`src/rtl/npc_pkg.sv`:
```
// rtl/npc_pkg.sv - shared constants, state type and helpers for the fetch unit
//
// Purpose : common definitions imported by ifu_fetch and ifu_pc_reg.
// Contents: XLEN, RESET_PC_DEFAULT, PC_STEP, ifu_state_e, align_pc().
package npc_pkg;

  localparam int XLEN = 32;

  // First fetch address after reset unless the top is overridden.
  localparam logic [XLEN-1:0] RESET_PC_DEFAULT = 32'h8000_0000;

  // Sequential fetch stride (one 32-bit instruction).
  localparam logic [XLEN-1:0] PC_STEP = 32'd4;

  // Clears the two byte-offset bits; instructions are word aligned.
  localparam logic [XLEN-1:0] PC_ALIGN_MASK = 32'hFFFF_FFFC;

  typedef enum logic [1:0] {
    FETCH = 2'd0,  // request being offered to instruction memory
    WAIT  = 2'd1,  // request accepted, response outstanding
    HOLD  = 2'd2   // instruction offered to decode
  } ifu_state_e;

  function automatic logic [XLEN-1:0] align_pc(input logic [XLEN-1:0] addr);
    return addr & PC_ALIGN_MASK;
  endfunction

endpackage

```
`src/rtl/ifu_pc_reg.sv`:
```
// rtl/ifu_pc_reg.sv - program counter register with redirect / pc+4 / hold mux
//
// Purpose : holds the fetch pc; a redirect wins over a sequential advance.
// Ports   :
//   clk             in   clock, rising edge
//   rst_n           in   asynchronous active-low reset, loads RESET_PC
//   i_redirect      in   load i_redirect_pc (word aligned) this cycle
//   i_redirect_pc   in   redirect target, bits [1:0] ignored
//   i_advance       in   step pc by 4 (wraps modulo 2^32)
//   o_pc            out  current pc, bits [1:0] always zero
module ifu_pc_reg
  import npc_pkg::*;
#(
  parameter logic [XLEN-1:0] RESET_PC = RESET_PC_DEFAULT
) (
  input  logic            clk,
  input  logic            rst_n,
  input  logic            i_redirect,
  input  logic [XLEN-1:0] i_redirect_pc,
  input  logic            i_advance,
  output logic [XLEN-1:0] o_pc
);

  logic [XLEN-1:0] r_pc;
  logic [XLEN-1:0] w_pc_next;

  always_comb begin
    w_pc_next = r_pc;
    if (i_redirect) begin
      w_pc_next = align_pc(i_redirect_pc);
    end else if (i_advance) begin
      // Natural 32-bit overflow gives the FFFF_FFFC -> 0 wrap.
      w_pc_next = r_pc + PC_STEP;
    end
  end

  always_ff @(posedge clk or negedge rst_n) begin
    if (!rst_n) begin
      r_pc <= align_pc(RESET_PC);
    end else begin
      r_pc <= w_pc_next;
    end
  end

  assign o_pc = r_pc;

endmodule

```
`src/rtl/ifu_fetch.sv`:
```
// rtl/ifu_fetch.sv - single-outstanding instruction fetch unit
//
// Purpose : fetches one instruction at a time from instruction memory and
//           offers it to decode; redirects from execute override everything.
// Ports   :
//   clk             in   clock, rising edge
//   rst_n           in   asynchronous active-low reset
//   mem_req_valid   out  fetch request valid
//   mem_req_addr    out  fetch address (the pc register)
//   mem_req_ready   in   memory accepts the request
//   mem_rsp_valid   in   read data valid
//   mem_rsp_data    in   fetched instruction word
//   inst_valid      out  instruction offered to decode
//   inst            out  instruction word
//   inst_pc         out  address of inst
//   inst_ready      in   decode consumes inst
//   redirect_valid  in   control-flow change from execute
//   redirect_pc     in   new fetch address, bits [1:0] ignored
module ifu_fetch
  import npc_pkg::*;
#(
  parameter logic [XLEN-1:0] RESET_PC = RESET_PC_DEFAULT
) (
  input  logic            clk,
  input  logic            rst_n,
  output logic            mem_req_valid,
  output logic [XLEN-1:0] mem_req_addr,
  input  logic            mem_req_ready,
  input  logic            mem_rsp_valid,
  input  logic [XLEN-1:0] mem_rsp_data,
  output logic            inst_valid,
  output logic [XLEN-1:0] inst,
  output logic [XLEN-1:0] inst_pc,
  input  logic            inst_ready,
  input  logic            redirect_valid,
  input  logic [XLEN-1:0] redirect_pc
);

  ifu_state_e      r_state;
  logic            r_drop;     // outstanding response belongs to a squashed path
  logic [XLEN-1:0] r_inst;
  logic [XLEN-1:0] r_inst_pc;

  logic [XLEN-1:0] w_pc;
  logic            w_advance;
  logic            w_req_fire;

  // Decode consumed the held instruction and no redirect squashed it.
  assign w_advance  = (r_state == HOLD) && inst_ready && !redirect_valid;

  // Redirect suppresses the request in the same cycle so the stale pc is
  // never accepted by memory.
  assign w_req_fire = (r_state == FETCH) && !redirect_valid && mem_req_ready;

  ifu_pc_reg #(
    .RESET_PC (RESET_PC)
  ) u_pc_reg (
    .clk           (clk),
    .rst_n         (rst_n),
    .i_redirect    (redirect_valid),
    .i_redirect_pc (redirect_pc),
    .i_advance     (w_advance),
    .o_pc          (w_pc)
  );

  always_ff @(posedge clk or negedge rst_n) begin
    if (!rst_n) begin
      r_state   <= FETCH;
      r_drop    <= 1'b0;
      r_inst    <= '0;
      r_inst_pc <= '0;
    end else begin
      case (r_state)
        FETCH: begin
          if (w_req_fire) begin
            r_state <= WAIT;
          end
        end

        WAIT: begin
          if (redirect_valid) begin
            if (mem_rsp_valid) begin
              // The in-flight response lands in the redirect cycle: discard
              // it now, nothing remains outstanding.
              r_drop  <= 1'b0;
              r_state <= FETCH;
            end else begin
              r_drop  <= 1'b1;
            end
          end else if (mem_rsp_valid) begin
            if (r_drop) begin
              r_drop  <= 1'b0;
              r_state <= FETCH;
            end else begin
              r_inst    <= mem_rsp_data;
              r_inst_pc <= w_pc;
              r_state   <= HOLD;
            end
          end
        end

        HOLD: begin
          if (redirect_valid || inst_ready) begin
            r_state <= FETCH;
          end
        end

        default: begin
          r_state <= FETCH;
        end
      endcase
    end
  end

  // rst_n gates the request so nothing is offered while reset is held even
  // though the state register already sits in FETCH.
  assign mem_req_valid = rst_n && (r_state == FETCH) && !redirect_valid;
  assign mem_req_addr  = w_pc;
  assign inst_valid    = (r_state == HOLD) && !redirect_valid;
  assign inst          = r_inst;
  assign inst_pc       = r_inst_pc;

endmodule
```
`config.mk`:
```
export PLATFORM = sky130hd
export DESIGN_NAME = ifu_fetch
export DESIGN_NICKNAME = d
export VERILOG_FILES = /design/src/rtl/npc_pkg.sv /design/src/rtl/ifu_pc_reg.sv /design/src/rtl/ifu_fetch.sv
export SDC_FILE = /design/constraint.sdc
export NUM_CORES = 1
export LEC_CHECK = 0
export CAP_MARGIN = 20
export CORE_ASPECT_RATIO = 1.5
export CORE_MARGIN = 1
export CORE_UTILIZATION = 50
export CTS_CLUSTER_DIAMETER = 30
export CTS_CLUSTER_SIZE = 20
export DETAILED_ROUTE_END_ITERATION = 10
export DONT_BUFFER_PORTS = 1
export PLACE_DENSITY = 0.62
export SLEW_MARGIN = 20
export SYNTH_ARGS = -nofsm -noshare
export SYNTH_HDL_FRONTEND = slang
export SYNTH_SLANG_ARGS = --single-unit
```
`constraint.sdc`:
```
create_clock -name clk -period 2.98 [get_ports clk]
set_input_delay 0.298 -clock clk [delete_from_list [all_inputs] [get_ports clk]]
set_output_delay 0.298 -clock clk [all_outputs]
set_load 0.03 [all_outputs]
```
==> reports/qor.yml, run 1 <==
placed_design:
  place_area_um2: 4270
  io_buffers: 0
  hpwlAfterDp_um: 5580
  place_congestion: 0.672
timing:
  worst_pin_slew_ns: 0.572
  report.final.slew_viol_count: 0
  fin_skew_ns: 0.00588
  fmax_mhz: 471
  fin_setup_tns_ns: 0
  fin_crit_sh_pct: 71.2
  hold_viol: 0
  setup_violations: 0
  period_minus_slack_ns: 2.12
  slew_headroom_pct: 61.8
  rsz0062_at_grt: "false"
die:
  fp.dieArea_um2: 8820
  die_y_um: 115
  die_w_um: 77
  start_util_pct: 52.0
  rows: 40
  coreArea_um2: 8110
  io_pins: 168
route:
  drt_iter0_drc: 101
  detail-route-antenna-nets: 0
  via_count: 2569
  wl_per_cell_um: 18.4
  wirelength_um: 8250
  route.detailed.drc: 0
  dr.pass1.iters: 4
  vias_per_cell: 5.72
synthesis:
  netlist_area_um2: 4220
  syn_inst: 342
  synth.distinct_cells: 43
  synth_common_cells: "94 x dfrtp_1, 58 x mux2_2, 38 x nand2_1, 19 x xor2_1, 17 x o21ai_0"
  yosysWarnings: 0
  post-synth-top-count-cell: "dfrtp_1"
  synth-async-reset-ratio_pct: 100
  syn_area_per_cell_um2: 12.3
  netlist_top_cells_area: "dfrtp_1 56%, mux2_2 15%, xor2_1 3.9%"
  yosys.area.top_type: "dfrtp_1"
  synth-main-ff-cell: "dfrtp_1"
  synth-edff-count: 0
  synth-seq-cells: 95
  synth_top_area_share_pct: 55.8
  seq_area_frac_synth_pct: 56.4
cts:
  cts_tree: "yes"
  cts_buffers: 9
  cts.path.max_buffers: 2
  clock_latency_ns: 0.34
  clkTransAtPathRegs_ns: 0.07
  postCtsSetupBuffers: 0
  clock-root-buffer: "clkbuf_16"
  htree_levels: 3
  clock-sinks: 95
global_routing:
  top_usage_layer: "met2"
  grt_pass1_vias: 2615
  grt.total_usage_pct: 19.5
  grt_max_degree: 96
  grtUsageMet3_pct: 6.45
  gr-usage-met2_pct: 32.6
  grt-ovfl-total: 0
  met1_usage_pct: 22.5
  antenna_found_initial: 0
  grt_pass1_wl_um: 13100
final_layout:
  area.growth.synth_to_final_pct: 9.16
  drive_gt1_share_pct: 25.6
  final_cell_area_um2: 4610
  num-nets-final: 410
  n_antenna_cell: 0
setup_path:
  r2r_slack_ns: 0.86
  timing.rr.start: "u_pc_reg.o_pc[2]$_DFFE_PN0P_"
  crit_arrival_ns: 2.35
  worstPathRequired_ns: 3.21
  worst-path-max-fanout: 7
  crit_start: "u_pc_reg.o_pc[2]$_DFFE_PN0P_"
  rr_worst_depth: 6
  crit_path_end_kind: "register"
  startpoint_type: "register"
  crit_type: "reg2reg"
power_and_ir_drop:
  total_leakage_power_nw: 2.01
  vdd_ir_drop_max_mv: 0.552
  p_per_area_nw_per_um2: 1020
hold_path:
  hold_depth: 1
  min_from: "redirect_valid"
  holdCritPathClass: "in2reg"
job:
  max-cap-violations: 0
status:
  outcome: "finished clean"
[kinds of logic (layout without fill, tap and decap cells)]
group / count (synthesis) / in the layout / share of synthesized area [%]
xor gates and xnor gates: 26 / 26 / 5.40
adders and majority gates: 1 / 1 / 0.297
other: 1 / 4 / 0.0889
DFF: 95 / 95 / 56.4
and+or+nand+nor: 96 / 96 / 12.8
AOI/OAI and AO/OA: 36 / 36 / 5.01
buffers and inverters: 23 / 22 / 2.97
muxes: 64 / 64 / 17.1
[final cells by class]
type                            instances  area (um^2)
Fill cell                             694         3500
Multi-Input combinational cell        227         1730
Sequential cell                        95         2380
Tap cell                              105          131
Timing Repair Buffer                    4         65.1
Clock inverter                          7         71.3
Inverter                                2         7.51
Clock buffer                            9          225
[final timing paths]
path | end
worst max-delay path | u_pc_reg.o_pc[28]$_DFFE_PN0P_
worst min-delay path | u_pc_reg.o_pc[31]$_DFFE_PN1P_
worst max register to register | u_pc_reg.o_pc[28]$_DFFE_PN0P_
worst min register to register | r_drop$_DFFE_PN0P_
max in group asynchronous | u_pc_reg.o_pc[31]$_DFFE_PN1P_
min in group asynchronous | inst_pc[5]$_DFFE_PN0P_
[report_power, final]
| part | switching, W | internal, W | total (W) | leakage (nW) |
|---|---|---|---|---|
| Combinational | 0.000193 | 0.000353 | 0.000546 | 0.696 |
| Clock | 0.000482 | 0.000653 | 0.00113 | 0.150 |
| Sequential | 0.00127 | 0.00174 | 0.00302 | 1.16 |
[metal layers]
| metal | vias to the layer above | share of wire, % |
|---|---|---|
| met5 | - | 0 |
| met4 | 0 | 1.9 |
| met3 | 15 | 8.1 |
| met2 | 111 | 51 |
| met1 | 1246 | 39 |
| li1 | 1197 | - |
[metrics by stage]
stage | cells | util, % | total power (W) | worst slack [ns] | hold WS [ns]
after floorplan | 345 | - | 0.00343 | 0.931 | 0.00241
after global placement | 431 | 52.7 | 0.00354 | 0.856 | 0.00419
after detailed placement | 431 | 52.7 | 0.00358 | 0.846 | 0.00409
after CTS | 449 | 56.8 | 0.00476 | 0.835 | 0.000469
after global routing | 449 | 56.8 | 0.00491 | 0.708 | 0.00367
final | 449 | 56.8 | 0.00470 | 0.857 | 0.0202
[cell usage in the layout (no fill, tap or decap), types with 2 or more instances in the layout]
| cell | instances |
|---|---|
| a21oi_1 | 3 |
| a221o_1 | 2 |
| and3_1 | 5 |
| and4_1 | 3 |
| clkbuf_16 | 9 |
| clkinv_2 | 3 |
| conb_1 | 4 |
| dfrtp_1 | 94 |
| inv_1 | 2 |
| inv_6 | 2 |
| mux2_1 | 5 |
| mux2_2 | 58 |
| nand2_1 | 38 |
| nand3_1 | 8 |
| nand3_2 | 2 |
| nand4_1 | 14 |
| nor2_1 | 9 |
| nor2b_1 | 2 |
| nor3_1 | 3 |
| nor3_4 | 2 |
| nor4_1 | 2 |
| o21ai_0 | 17 |
| o21ai_1 | 9 |
| xnor2_1 | 7 |
| xor2_1 | 19 |
[sequential cells by signal, summed over array words and instances, names as in the netlist]
register,count
inst,32
inst_pc,30
r_state,2
u_pc_reg.o_pc,30
r_drop,1
[critical path, stage by stage (launching register included)]
cell,delay (ns)
dfrtp_1,0.62
ha_1,0.26
nand3_2,0.19
nor2_1,0.35
nand4_1,0.16
xnor2_1,0.16
mux2_2,0.26
[what timing repair did]
action,4_1_cts,5_1_grt
gates resized for setup,0,0
hold buffers,2,0
endpoints found under the hold margin,95,0
Note: power is estimated with default switching activity, not from simulation.
==> run 2: changes to the inputs <==
==> constraint.sdc (replaced) <==
create_clock -name clk -period 2.05 [get_ports clk]
set_input_delay 0.205 -clock clk [delete_from_list [all_inputs] [get_ports clk]]
set_output_delay 0.205 -clock clk [all_outputs]
set_load 0.03 [all_outputs]
==> run 2 against run 1 <==
Compared with the run above: the flow now finishes with violations (negative hold slack); combinational power grew 94%; die area is the same; maximum frequency increased by 19%; routed wire length up 12%; sequential cell count unchanged; non-clock buffer count increased by 66; sequential share of layout area fell by 6.2 points; cell area rose by 14%; final cell count up 15%; clock skew is 0.00074 ns lower; clock power grew 69%; critical path type unchanged; highest routed layer unchanged.
==> reports/qor.yml, run 2 (synthesis gave the netlist of run 1 again) <==
final_layout:
  area.growth.synth_to_final_pct: 24.2  # was 9.16%
  multi_input_area_um2: 1730  # unchanged
  num-nets-final: 476  # was 410
  drive_gt1_share_pct: 28.3  # was 25.6%
  final_cell_area_um2: 5240  # was 4610 um^2
  final_core_util_pct: 64.6  # was 56.8%
  fillerInstances: 645  # was 694
  largest_register_ffs: 32  # unchanged
  regArea_um2: 2380  # unchanged
  n_antenna_cell: 0  # unchanged
  layout_common_cells: "94 x dfrtp_1, 58 x mux2_2, 39 x dlygate4sd3_1"  # was 94 x dfrtp_1, 58 x mux2_2, 38 x nand2_1
  final_common_cell: "dfrtp_1"  # unchanged
timing:
  setup_ws_ns: 0.264  # was 0.857 ns
  rsz0062_at_grt: "false"  # unchanged
  hold_ws_ns: -0.446  # was 0.0202 ns
  fin_skew_ns: 0.00514  # was 0.00588 ns
  period_minus_slack_ns: 1.79  # was 2.12 ns
  slew_headroom_pct: 66.5  # was 61.8%
  fin_setup_tns_ns: 0  # unchanged
  fmax_mhz: 560  # was 471 MHz
  report.final.slew_viol_count: 0  # unchanged
  fin_crit_sh_pct: 87.1  # was 71.2%
  worst_pin_slew_ns: 0.501  # was 0.572 ns
  hold_viol: 95  # was 0
  setup_violations: 0  # unchanged
cts:
  clock-root-buffer: "clkbuf_16"  # unchanged
  ctsResizeCount: 0  # unchanged
  cts.path.max_buffers: 2  # unchanged
  clock_latency_ns: 0.34  # about the same
  cts_tree: "yes"  # unchanged
  htree_levels: 3  # unchanged
  clock-sinks: 95  # unchanged
  postCtsSetupBuffers: 0  # unchanged
  cts_buffers: 9  # unchanged
  ctsHoldBuffers: 39  # was 2
  clkTransAtPathRegs_ns: 0.06  # was 0.07 ns
power_and_ir_drop:
  power_frac_comb_pct: 14.7  # was 11.6%
  total_leakage_power_nw: 2.32  # was 2.01 nW
  seqPwrFrac_pct: 58.9  # was 64.2%
  power_frac_clock_pct: 26.4  # was 24.1%
  p_int_w: 0.00438  # was 0.00275 W
  p_sw_share_pct: 39.3  # was 41.5%
  p_per_area_nw_per_um2: 1380  # was 1020 nW/um^2
  vdd_ir_drop_max_mv: 0.798  # was 0.552 mV
  p_switching_w: 0.00284  # was 0.00195 W
die:
  io_pins: 168  # unchanged
  rows: 40  # unchanged
  fp.dieArea_um2: 8820  # unchanged
  die_w_um: 77  # unchanged
  start_util_pct: 52.0  # unchanged
  die_y_um: 115  # unchanged
  coreArea_um2: 8110  # unchanged
status:
  violations: "negative hold slack"
  outcome: "complete, but fails checks"  # was finished clean
global_routing:
  grt.total_usage_pct: 21.9  # was 19.5%
  grt_pass1_vias: 2925  # was 2615
  antenna_found_initial: 0  # unchanged
  grt_pass1_wl_um: 14700  # was 13100 um
  grt_max_degree: 97  # was 96
  grt-ovfl-total: 0  # unchanged
placed_design:
  io_buffers: 0  # unchanged
  place_area_um2: 4480  # was 4270 um^2
  place_ws_ns: 0.259  # was 0.846 ns
  place_congestion: 0.731  # was 0.672
  hpwlAfterDp_um: 6050  # was 5580 um
route:
  wl_per_cell_um: 18.0  # was 18.4 um
  detail-route-antenna-nets: 0  # unchanged
  dr.pass1.iters: 4  # unchanged
  drt_iter0_drc: 99  # was 101
  vias_per_cell: 5.60  # was 5.72
  via_count: 2883  # was 2569
  route.detailed.drc: 0  # unchanged
  wirelength_um: 9270  # was 8250 um
hold_path:
  holdCritPathClass: "in2async"  # was in2reg
job:
  max-cap-violations: 0  # unchanged
setup_path:
  worst-path-max-fanout: 11  # was 7
  crit_type: "reg2reg"  # unchanged
  crit_arrival_ns: 2.05  # was 2.35 ns
  rr_worst_depth: 6  # unchanged
  startpoint_type: "register"  # unchanged
  crit_path_end_kind: "register"  # unchanged
  r2r_slack_ns: 0.26  # was 0.86 ns
  worstPathRequired_ns: 2.31  # was 3.21 ns
## run 2: stage by stage
stage / instances / hold slack (ns) / power [W]
finish: 515 / -0.446 / 0.00722
global route: 515 / -0.461 / 0.00752
CTS: 514 / -0.458 / 0.00728
detailed placement: 459 / -0.0888 / 0.00528
global placement: 459 / -0.0887 / 0.00521
floorplan: 345 / -0.0906 / 0.00499
## run 2: worst max-delay path, cell delays in order, from the launching register on
cell,delay (ns)
dfrtp_1,0.36
buf_4,0.21
nand4_1,0.20
nor3_4,0.45
nand4_1,0.18
xor2_1,0.17
o21ai_1,0.14
## run 2: power by group through the flow
stage          Sequential (W)  Clock [W]  Combinational [W]
2_1_floorplan         0.00429          0           0.000701
3_3_place_gp          0.00427          0           0.000944
3_5_place_dp          0.00429          0           0.000991
4_1_cts               0.00426    0.00196            0.00107
5_1_grt               0.00434    0.00202            0.00116
6_report              0.00425    0.00191            0.00106
## run 2: cell type report
cell class,instances,share of cell area (%)
repair buffers,70,12.4
flip-flops and latches,95,45.4
multi-input cells,227,33.0
well taps,105,2.51
inverters,2,0.143
clock inverters,6,2.05
clock buffers,10,4.56
## run 2: final timing paths
path,from,end
max in group asynchronous,rst_n,u_pc_reg.o_pc[31]$_DFFE_PN1P_
max reg2reg,u_pc_reg.o_pc[2]$_DFFE_PN0P_,u_pc_reg.o_pc[23]$_DFFE_PN0P_
min,rst_n,inst[8]$_DFFE_PN0P_
max,u_pc_reg.o_pc[2]$_DFFE_PN0P_,u_pc_reg.o_pc[23]$_DFFE_PN0P_
min in group clk,mem_rsp_data[28],inst[28]$_DFFE_PN0P_
min reg2reg,r_drop$_DFFE_PN0P_,r_drop$_DFFE_PN0P_
## run 2: routing by layer
metal | GRT usage (%) | part of all wire (%) | up-vias
met1 | 25.3 | 39 | 1431
met3 | 5.18 | 6.4 | 12
met2 | 37.5 | 52 | 121
met5 | 0 | 0 | -
li1 | - | - | 1319
met4 | 11.8 | 2.0 | 0
==> run 3: changes to the inputs <==
--- a/config.mk
+++ b/config.mk
@@ -7,7 +7,6 @@
 export LEC_CHECK = 0
 export CAP_MARGIN = 20
 export CORE_ASPECT_RATIO = 1.5
-export CORE_MARGIN = 1
 export CORE_UTILIZATION = 50
 export CTS_CLUSTER_DIAMETER = 30
 export CTS_CLUSTER_SIZE = 20
==> results of run 3 <==
The final DEF is identical to that of run 2; final timing and power are the same.
